### src/rtl/reqack_responder.sv
// Target-side responder for a multi-channel req/ack/done handshake.
// Every channel runs an identical, independent FSM: delayed ack, one-cycle done, then waits for req release.
module reqack_responder #(
  parameter int unsigned NCH      = 3,
  parameter int unsigned ACK_DLY  = 2,
  parameter int unsigned DONE_DLY = 3,
  parameter int unsigned CNT_W    = 4
) (
  input  logic           clk,
  input  logic           reset_n,
  input  logic           enb,
  input  logic [NCH-1:0] req,
  input  logic [NCH-1:0] intrpt,
  output logic [NCH-1:0] ack,
  output logic [NCH-1:0] done,
  output logic [NCH-1:0] err
);

  localparam logic [1:0] ST_IDLE = 2'd0;
  localparam logic [1:0] ST_WAIT = 2'd1;
  localparam logic [1:0] ST_ACK  = 2'd2;
  localparam logic [1:0] ST_REL  = 2'd3;

  localparam logic [CNT_W-1:0] ACK_LOAD  = CNT_W'(ACK_DLY - 1);
  localparam logic [CNT_W-1:0] DONE_LOAD = CNT_W'(DONE_DLY - 1);
  localparam logic [CNT_W-1:0] CNT_ONE   = CNT_W'(1);

  for (genvar g = 0; g < NCH; g++) begin : g_ch
    logic [1:0]       state;
    logic [CNT_W-1:0] cnt;
    logic             ack_r;
    logic             done_r;
    logic             err_r;

    always_ff @(posedge clk or negedge reset_n) begin
      if (!reset_n) begin
        state  <= ST_IDLE;
        cnt    <= '0;
        ack_r  <= 1'b0;
        done_r <= 1'b0;
        err_r  <= 1'b0;
      end else begin
        case (state)
          ST_IDLE: begin
            if (req[g] && enb) begin
              state <= ST_WAIT;
              cnt   <= ACK_LOAD;
            end
          end
          ST_WAIT: begin
            if (intrpt[g]) begin
              state <= ST_REL;
            end else if (!req[g]) begin
              state <= ST_IDLE;
            end else if (cnt == '0) begin
              state <= ST_ACK;
              ack_r <= 1'b1;
              cnt   <= DONE_LOAD;
            end else begin
              cnt <= cnt - CNT_ONE;
            end
          end
          ST_ACK: begin
            // Abort beats a req-drop violation, which beats normal completion.
            if (intrpt[g]) begin
              state  <= ST_REL;
              ack_r  <= 1'b0;
              done_r <= 1'b0;
            end else if (!req[g]) begin
              state  <= ST_IDLE;
              ack_r  <= 1'b0;
              done_r <= 1'b0;
              err_r  <= 1'b1;
            end else if (done_r) begin
              state  <= ST_REL;
              ack_r  <= 1'b0;
              done_r <= 1'b0;
            end else if (cnt == '0) begin
              done_r <= 1'b1;
            end else begin
              cnt <= cnt - CNT_ONE;
            end
          end
          default: begin
            if (!req[g]) begin
              state <= ST_IDLE;
            end
          end
        endcase
      end
    end

    assign ack[g]  = ack_r;
    assign done[g] = done_r;
    assign err[g]  = err_r;
  end

endmodule
### config.mk
export PLATFORM = sky130hd
export DESIGN_NAME = reqack_responder
export DESIGN_NICKNAME = d
export VERILOG_FILES = /design/src/rtl/reqack_responder.sv
export SDC_FILE = /design/constraint.sdc
export NUM_CORES = 1
export LEC_CHECK = 0
export BUFFER_PORTS_ARGS = -buffer_cell sky130_fd_sc_hd__buf_2
export CORE_MARGIN = 3
export CORE_UTILIZATION = 54
export DETAILED_ROUTE_END_ITERATION = 10
export GPL_ROUTABILITY_DRIVEN = 0
export PLACE_DENSITY = 0.76
export SETUP_SLACK_MARGIN = 0.2
export SLEW_MARGIN = 15
export SYNTH_ARGS = -nofsm -noshare
export SYNTH_HDL_FRONTEND = slang
export SYNTH_SLANG_ARGS = --single-unit
export TNS_END_PERCENT = 5
### constraint.sdc
create_clock -name clk -period 1.81 [get_ports clk]
set_input_delay 0.0905 -clock clk [delete_from_list [all_inputs] [get_ports clk]]
set_output_delay 0.0905 -clock clk [all_outputs]
set_load 0.05 [all_outputs]
==> results of run 1 <==
synth_stat cells (all sizes together) (2+ instances only):
cell type	count	share of area, %
nor3b	3	1.7
o21bai	3	1.1
nor4	2	0.61
o311ai	2	0.86
a21oi	15	3.7
mux2	9	5.5
inv	16	2.9
and2	2	0.61
o211ai	2	0.74
a21o	5	1.8
ha	18	11
buf	13	4.6
o221ai	2	0.86
clkbuf	4	0.74
o2bb2ai	5	2.1
or3b	4	1.7
nor2b	9	2.8
a211oi	2	0.74
nor2	19	3.5
a32o	3	1.5
o31ai	2	0.74
nor3	7	2.0
mux2i	3	1.5
a21boi	2	0.74
dfrtp	27	33
nand2b	5	1.5
o22ai	2	0.61
o21ai	13	3.2
nand2	4	0.74
flip-flops by register name (all words and copies together) (netlist names):
register and count:
g_ch.ack_r 3, g_ch.cnt 12, g_ch.done_r 3, g_ch.err_r 3
g_ch.state 6
cell type report:
| class | instances | area share [%] |
|---|---|---|
| repair buffers | 63 | 16.6 |
| inverters | 16 | 2.27 |
| flip-flops and latches | 27 | 25.5 |
| clock inverters | 1 | 0.189 |
| clock buffers | 3 | 1.56 |
| multi-input cells | 156 | 51.7 |
| well taps | 46 | 2.17 |
critical path: stages (launching register included):
cell and delay [ns]:
dfrtp_1 0.40, inv_2 0.09, ha_4 0.13, or3b_4 0.41, a2111oi_4 0.28, a211o_2 0.16
mux2_4 0.29
through the flow:
step	util, %	total power [mW]	cells	worst slack [ns]
5_1_grt	75.8	5.97	312	-0.127
3_5_place_dp	68.4	4.56	304	-0.127
2_1_floorplan	-	3.50	216	-0.121
3_3_place_gp	68.4	4.47	304	-0.0471
6_report	75.8	5.54	312	-0.0571
4_1_cts	73.3	5.25	310	-0.0651
final timing paths:
kind | depth (start not counted) | endpoint | startpoint | slack (ns)
min in group asynchronous | 2 | g_ch[0].cnt[2] | reset_n | 0.35
min | 3 | g_ch[1].err_r | intrpt[1] | 0.20
max reg2reg | 6 | g_ch[1].state[1] | g_ch[1].cnt[1] | -0.06
min reg2reg | 1 | g_ch[0].err_r | g_ch[0].err_r | 0.46
max | 6 | g_ch[1].state[1] | g_ch[1].cnt[1] | -0.06
max in group asynchronous | 2 | g_ch[2].state[0] | reset_n | 1.06
power by group:
group	switching, mW	total, mW	internal, mW
Combinational	2.07	4.13	2.06
Clock	0.182	0.336	0.154
Sequential	0.217	1.07	0.858
cell families after synthesis:
family                     Yosys count  synth area share, %
and+or+nand+nor                     59                 16.6
DFF                                 27                 33.1
AOI/OAI and AO/OA                   67                 23.9
buffers and inverters               33                 8.29
muxes                               12                 7.00
adders and majority gates           18                 11.0
routing by layer:
layer  GRT usage [%]  part of all wire [%]  vias up
met3            2.50                   3.2        6
met5               0                     0        -
met4            7.85                   1.3        0
li1                -                     -      869
met1            28.0                    46      864
met2            35.2                    49       36
timing repair:
action                                 CTS  global route
gates resized for setup                 31            21
endpoints found under the hold margin   27             0
setup endpoints to repair               21            21
hold buffers                             1             0
pin swaps                                7            12
buffers inserted                         1             2
==> reports/metrics.yaml, run 1 <==
run_status: "complete, but fails checks"
violations: "negative setup slack"
whs_ns: 0.204
grt_start_max_net_pins: 28
latest_clock_arrival_within_the_worst_skew_pair_ns: 0.27
postSynthCellCount: 216
core_area_sq_um: 3490
dr.pass1.iters: 4
min-delay-path-class: "in2reg"
final-setup-viol-count: 7
clockBufferDepth: 2
timing.setup.critical_path_class: "reg2reg"
detailed_place_hpwl_microns: 3220
yosys_register_bits: 27
port_buffers: 17
boundaryPins: 18
mostFrequentLayoutCell: "buf_4"
clkTransAtPathRegs_ns: 0.09
total_wirelength_microns: 4680
timing.final.crit_share_pct: 103
cts_root_buffer: "clkbuf_8"
tritoncts_num_sinks: 27
finClkSkew_ns: 0.00322
cp_data_required_time_ns: 1.97
power.ir.vdd_worst_v: 0.00108
fp.dieW_microns: 67.4
effective_utilization_at_floorplan_pct: 58.3
synth.avg_cell_area_sq_um: 9.44
insertedDiodeCount: 0
synth_cell_types: 48
tritoncts: "done"
total_leakage_power_nw: 1.21
num_rows: 21
first_global_vias: 1665
timing.fmax_mhz: 536
groute.usage.overall_pct: 21.1
yosysWarnings: 0
worst-endpoint-arrival_ns: 2.03
final_max_slew_viol_count: 0
mappedNetlistArea_sq_um: 2040
antenna_found_initial: 0
syn_nets: 243
cts_inserted_buffers: 3
cp-start-kind: "flop"
synth_top_flop_cell: "dfrtp_1"
vias_per_cell: 5.69
final-seq-area_sq_um: 676
final_nets: 294
final_instance_area_sq_um: 2650
remaining_drc_errors: 0
rsz0062_at_grt: "yes"
worstPathMaxFanout: 3
dr.first_iter.drc_count: 62
antenna_violating_nets_post_route: 0
endpoint_kind: "flop"
final_period_minus_worst_setup_slack_ns: 1.87
max_cap_viol_count: 0
die_h_microns: 67.4
synth_sequential_area_ratio_pct: 33.1
drt-wirelength-per-cell_microns: 15.0
floorplan.die_area_sq_um: 4550
max_slew.worst_pin.slew_ns: 0.601
final.setup.worst_slack_ns: -0.0571
grt_overflow: 0
maxSlewHeadroom_pct: 59.9
cts_max_level: 1
vias_post_dr: 1775
finalSetupTns_ns: -0.184
mostFrequentLayoutCells: "buf_4, dfrtp_1, buf_2"
final-hold-violation-count: 0
fillerInstances: 234
multi_input_comb_area_sq_um: 1370
power_density_of_the_placed_cells_nw_per_um2: 2090
async_reset_ff_share_pct: 100
drive_above_1_share_pct: 44.4
areaGrowthSynthToFinish_pct: 30.0
global_route_wire_length_before_repair_microns: 7360
synth_enable_flop_cells: 0
dpl_cell_area_sq_um: 2390
Power figures use the tool's default switching activity.
==> inputs of run 2 (changes only) <==
--- a/config.mk
+++ b/config.mk
@@ -7,10 +7,10 @@
 export LEC_CHECK = 0
 export BUFFER_PORTS_ARGS = -buffer_cell sky130_fd_sc_hd__buf_2
 export CORE_MARGIN = 3
-export CORE_UTILIZATION = 54
+export CORE_UTILIZATION = 59
 export DETAILED_ROUTE_END_ITERATION = 10
 export GPL_ROUTABILITY_DRIVEN = 0
-export PLACE_DENSITY = 0.76
+export PLACE_DENSITY = 0.79
 export SETUP_SLACK_MARGIN = 0.2
 export SLEW_MARGIN = 15
 export SYNTH_ARGS = -nofsm -noshare
==> constraint.sdc (replaced) <==
create_clock -name clk -period 2 [get_ports clk]
set_input_delay 0.1 -clock clk [delete_from_list [all_inputs] [get_ports clk]]
set_output_delay 0.1 -clock clk [all_outputs]
set_load 0.05 [all_outputs]
==> reports/metrics.yaml, run 2 (synthesized netlist as in run 1, its figures left out) <==
worst-endpoint-arrival_ns: 2.12
worstReg2RegEnd: "g_ch[2].state[1]"
timing.final.crit_share_pct: 95.4
final-setup-viol-count: 0
total_leakage_power_nw: 1.11
latest_clock_arrival_within_the_worst_skew_pair_ns: 0.32
num_rows: 20
path_buf_inv: 1
detailed_place_hpwl_microns: 3130
cp_data_required_time_ns: 2.21
whs_ns: 0.141
final_max_slew_viol_count: 0
antenna_found_initial: 0
worstPathMaxFanout: 4
hold-path-cell-count: 3
grt_start_max_net_pins: 28
mostFrequentLayoutCell: "buf_4"
cts_inserted_buffers: 3
final_period_minus_worst_setup_slack_ns: 1.91
cts_root_buffer: "clkbuf_4"
cp-start-kind: "flop"
cts_max_level: 1
vias_per_cell: 5.96
final-hold-violation-count: 0
areaGrowthSynthToFinish_pct: 20.1
max_cap_viol_count: 0
timing.setup.critical_path_class: "reg2reg"
groute.usage.overall_pct: 22.0
tritoncts: "done"
endpoint_kind: "flop"
final_nets: 277
fillerInstances: 223
insertedDiodeCount: 0
power.ir.vdd_worst_v: 0.00116
drive_above_1_share_pct: 33.3
remaining_drc_errors: 0
clockBufferDepth: 2
grt_overflow: 0
timing.reg2reg.setup_slack_ns: 0.09
timing.fmax_mhz: 524
clkTransAtPathRegs_ns: 0.15
multi_input_comb_area_sq_um: 1320
cp_slowest_cell: "dfrtp_1"
min-delay-path-class: "in2reg"
top_register: "g_ch.cnt"
timing.reg2reg.worst_path_depth: 6
boundaryPins: 18
mostFrequentLayoutCells: "buf_4, dfrtp_1, nor2_1"
max_slew.worst_pin.slew_ns: 0.601
core_area_sq_um: 3180
first_global_vias: 1736
dr.pass1.iters: 4
layout_top_registers: "g_ch.cnt: 12 flops, g_ch.state: 6 flops"
antenna_violating_nets_post_route: 0
dr.first_iter.drc_count: 89
crit_chain: "inv_1 > ha_4 > a21boi_4 > nor2_1 > a221o_2 > mux2_1"
critical-path-top-delay-family: "compound AO/OA/AOI/OAI gates"
power_density_of_the_placed_cells_nw_per_um2: 1870
tritoncts_num_sinks: 27
total_wirelength_microns: 4360
vias_post_dr: 1747
fp.dieW_microns: 64.8
rsz0062_at_grt: "yes"
maxSlewHeadroom_pct: 59.9
timing.hold.worst_endpoint: "g_ch[1].err_r"
effective_utilization_at_floorplan_pct: 64.1
floorplan.die_area_sq_um: 4200
slowest_delay_ns: 0.44
holdCritStartpoint: "intrpt[1]"
largest_reg_flops: 12
port_buffers: 17
global_route_wire_length_before_repair_microns: 7490
run_status: "finished clean"
final-seq-area_sq_um: 676
finalSetupTns_ns: 0
regToRegStartpoint: "g_ch[2].state[0]"
drt-wirelength-per-cell_microns: 14.9
die_h_microns: 64.8
finClkSkew_ns: 0.00990
run 2: changes by cell type in the layout (fill, tap and decap cells not counted), moves of 4 or more:
| cell | previous run | this run |
|---|---|---|
| buf_4 | 43 | 28 |
| o21ai_0 | 9 | 13 |
| nor2_1 | 15 | 19 |
| nor2_2 | 4 | 0 |
| inv_1 | 8 | 13 |
| inv_2 | 8 | 3 |
| o21ai_1 | 4 | 0 |
run 2: worst max-delay path by stage:
stage	slack, ns	startpoint	to	depth (start not counted)
6_report	0.09	g_ch[2].state[0]	g_ch[2].state[1]	6
4_1_cts	0.1	g_ch[1].cnt[1]	g_ch[1].state[1]	6
3_3_place_gp	0.09	g_ch[1].cnt[1]	g_ch[1].state[1]	6
3_5_place_dp	0.01	g_ch[0].state[0]	g_ch[0].cnt[1]	6
5_1_grt	0.005	g_ch[2].state[0]	g_ch[2].state[1]	6
2_1_floorplan	0.07	g_ch[1].cnt[0]	g_ch[1].state[1]	7
run 2: tightest hold or removal path: cells and delay by family:
family | cells | cell delay [ns]
and+or+nand+nor | 1 | 0.06
buffers and inverters | 1 | 0.11
AOI/OAI and AO/OA | 1 | 0.17
run 2: what timing repair did:
item,in CTS,in global routing
endpoints found under the setup margin,13,19
hold buffers,1,0
setup buffers,6,5
resized for setup,18,10
hold endpoints to repair,27,0
pin swaps,3,4
run 2: metrics by stage:
stage	util (%)	cells	setup WS, ns	power, mW	cell area [sq um]
finish	77.0	293	0.0918	4.57	2450
global placement	69.2	277	0.0869	3.63	2200
floorplan	-	216	0.0694	3.16	2040
global route	77.0	293	0.00516	4.93	2450
detailed placement	69.2	277	0.0141	3.77	2200
CTS	73.9	288	0.0965	4.25	2350
run 2: layout make-up:
class | count | area share (%)
tap | 44 | 2.25
sequential | 27 | 27.6
inverter | 16 | 2.45
multi-input combinational | 156 | 54.0
clock buffer | 3 | 0.920
timing repair buffer | 46 | 12.5
clock inverter | 1 | 0.307
run 2: layer usage:
metal | up-vias | global-route usage [%] | share of wire (%)
met4 | 0 | 5.01 | 1.3
li1 | 839 | - | -
met2 | 25 | 42.3 | 52
met5 | - | 0 | 0
met1 | 877 | 25.9 | 44
met3 | 6 | 2.08 | 2.0
run 2: where the power goes:
group	internal (mW)	switching [mW]	leakage, nW	total [mW]
sequential	0.775	0.209	0.331	0.984
combinational	1.60	1.75	0.764	3.35
clock	0.0762	0.160	0.0139	0.236
total	2.45	2.12	1.11	4.57
==> inputs of run 3 (changes only) <==
--- a/config.mk
+++ b/config.mk
@@ -10,6 +10,7 @@
 export CORE_UTILIZATION = 59
 export DETAILED_ROUTE_END_ITERATION = 10
 export GPL_ROUTABILITY_DRIVEN = 0
+export GPL_TIMING_DRIVEN = 0
 export PLACE_DENSITY = 0.79
 export SETUP_SLACK_MARGIN = 0.2
 export SLEW_MARGIN = 15
==> reports/metrics.yaml, run 3 (synthesized netlist as in run 1, its figures left out) <==
rsz0062_at_grt: "yes"
timing.hold.worst_endpoint: "g_ch[0].err_r"
cts_max_level: 1
die_h_microns: 64.8
power_density_of_the_placed_cells_nw_per_um2: 1820
global_route_wire_length_before_repair_microns: 7140
core_area_sq_um: 3180
top_register: "g_ch.cnt"
maxSlewHeadroom_pct: 61.0
finClkSkew_ns: 0.0160
vias_post_dr: 1684
final-hold-violation-count: 0
seq_power_share_pct: 22.7
timing.setup.critical_path_class: "reg2reg"
total_wirelength_microns: 4200
cp-start-kind: "flop"
tritoncts_num_sinks: 27
dpl_cell_area_sq_um: 2180
drive_above_1_share_pct: 33.1
floorplan.die_area_sq_um: 4200
tritoncts: "done"
insertedDiodeCount: 0
cts_root_buffer: "clkbuf_4"
drt-wirelength-per-cell_microns: 14.4
timing.fmax_mhz: 507
max_cap_viol_count: 0
worstReg2RegEnd: "g_ch[1].state[1]"
final_instance_area_sq_um: 2440
clockBufferDepth: 2
final_nets: 276
run_status: "finished clean"
mostFrequentLayoutCell: "dfrtp_1"
effective_utilization_at_floorplan_pct: 64.1
port_buffers: 17
vias_per_cell: 5.77
cts_inserted_buffers: 3
power.ir.vdd_worst_v: 0.00105
grt_start_max_net_pins: 28
latest_clock_arrival_within_the_worst_skew_pair_ns: 0.34
largest_reg_flops: 12
min-delay-path-class: "in2reg"
num_rows: 20
final_period_minus_worst_setup_slack_ns: 1.97
power.share.switching_pct: 47.4
dr.first_iter.drc_count: 75
power_frac_clock_pct: 5.6
total_leakage_power_nw: 1.11
antenna_violating_nets_post_route: 0
timing.reg2reg.setup_slack_ns: 0.03
grt_overflow: 0
max_slew.worst_pin.slew_ns: 0.585
first_global_vias: 1654
clkTransAtPathRegs_ns: 0.16
remaining_drc_errors: 0
holdCritStartpoint: "intrpt[0]"
net-switching-power_mw: 2.10
whs_ns: 0.103
timing.reg2reg.worst_path_depth: 7
groute.usage.overall_pct: 20.9
boundaryPins: 18
final-setup-viol-count: 0
mostFrequentLayoutCells: "dfrtp_1, buf_4, buf_2"
detailed_place_hpwl_microns: 2950
combinationalPowerShare_pct: 71.7
regToRegStartpoint: "g_ch[1].cnt[1]"
final_max_slew_viol_count: 0
areaGrowthSynthToFinish_pct: 19.8
worst-endpoint-arrival_ns: 2.21
dr.pass1.iters: 4
endpoint_kind: "flop"
cp_data_required_time_ns: 2.23
hold-path-cell-count: 3
internal-power_mw: 2.33
layout_top_registers: "g_ch.cnt: 12 flops, g_ch.state: 6 flops"
timing.final.crit_share_pct: 98.7
worstPathMaxFanout: 5
antenna_found_initial: 0
fp.dieW_microns: 64.8
## run 3: cell types whose count changed in the layout (fill, tap and decap cells not counted), sizes merged
cell / previous run / this run
buf: 45 / 41
clkbuf: 3 / 6
## run 3: repair_timing
action	CTS	global route
resized for setup	13	31
hold buffers	1	0
setup buffers	7	3
hold endpoints to repair	27	0
endpoints found under the setup margin	17	19
pin swaps	1	7
## run 3: area by class of cell
cell class                      instances  area (sq um)
Buffer                                 17           125
Clock buffer                            3          22.5
Clock inverter                          1          7.51
Fill cell                             222           736
Inverter                               16          60.1
Multi-Input combinational cell        156          1330
Sequential cell                        27           677
Tap cell                               44          55.1
Timing Repair Buffer                   28           170
## run 3: metrics by stage
step	utilization (%)	setup slack (ns)	power, mW	setup TNS (ns)	instances
2_1_floorplan	-	0.0694	3.16	0	216
3_3_place_gp	68.6	-0.0265	3.55	-0.0265	277
3_5_place_dp	68.6	-0.0752	3.67	-0.189	277
4_1_cts	72.8	0.0102	4.11	0	289
5_1_grt	76.9	-0.0645	4.83	-0.142	292
6_report	76.9	0.0263	4.43	0	292
## run 3: power groups by stage
| stage | registers, mW | clock network [mW] | logic (mW) |
|---|---|---|---|
| 2_1_floorplan | 0.948 | 0 | 2.22 |
| 3_3_place_gp | 0.986 | 0 | 2.56 |
| 3_5_place_dp | 1.01 | 0 | 2.67 |
| 4_1_cts | 0.984 | 0.251 | 2.87 |
| 5_1_grt | 1.04 | 0.284 | 3.50 |
| 6_report | 1.00 | 0.250 | 3.18 |
## run 3: routing by layer
metal / GRT usage [%] / share of wire (%)
met4: 2.37 / 2.6
met1: 25.2 / 43
met5: 0 / 0
met2: 39.6 / 52
met3: 3.64 / 2.4
## run 3: worst max-delay path by stage
| stage | endpoint | startpoint | cells past startpoint |
|---|---|---|---|
| finish | g_ch[1].state[1] | g_ch[1].cnt[1] | 7 |
| global route | g_ch[1].state[1] | g_ch[1].cnt[1] | 7 |
| CTS | g_ch[1].state[1] | g_ch[1].cnt[0] | 7 |
| detailed placement | g_ch[0].state[1] | g_ch[0].state[0] | 7 |
| global placement | g_ch[0].state[1] | g_ch[0].state[0] | 7 |
| floorplan | g_ch[1].state[1] | g_ch[1].cnt[0] | 7 |
## run 3: worst max-delay path, cell delays in order, from the launching register on
cell	delay (ns)
dfrtp_1	0.43
inv_2	0.08
ha_4	0.12
or3b_1	0.35
buf_6	0.14
a2111oi_4	0.27
a211o_2	0.17
mux2_4	0.29
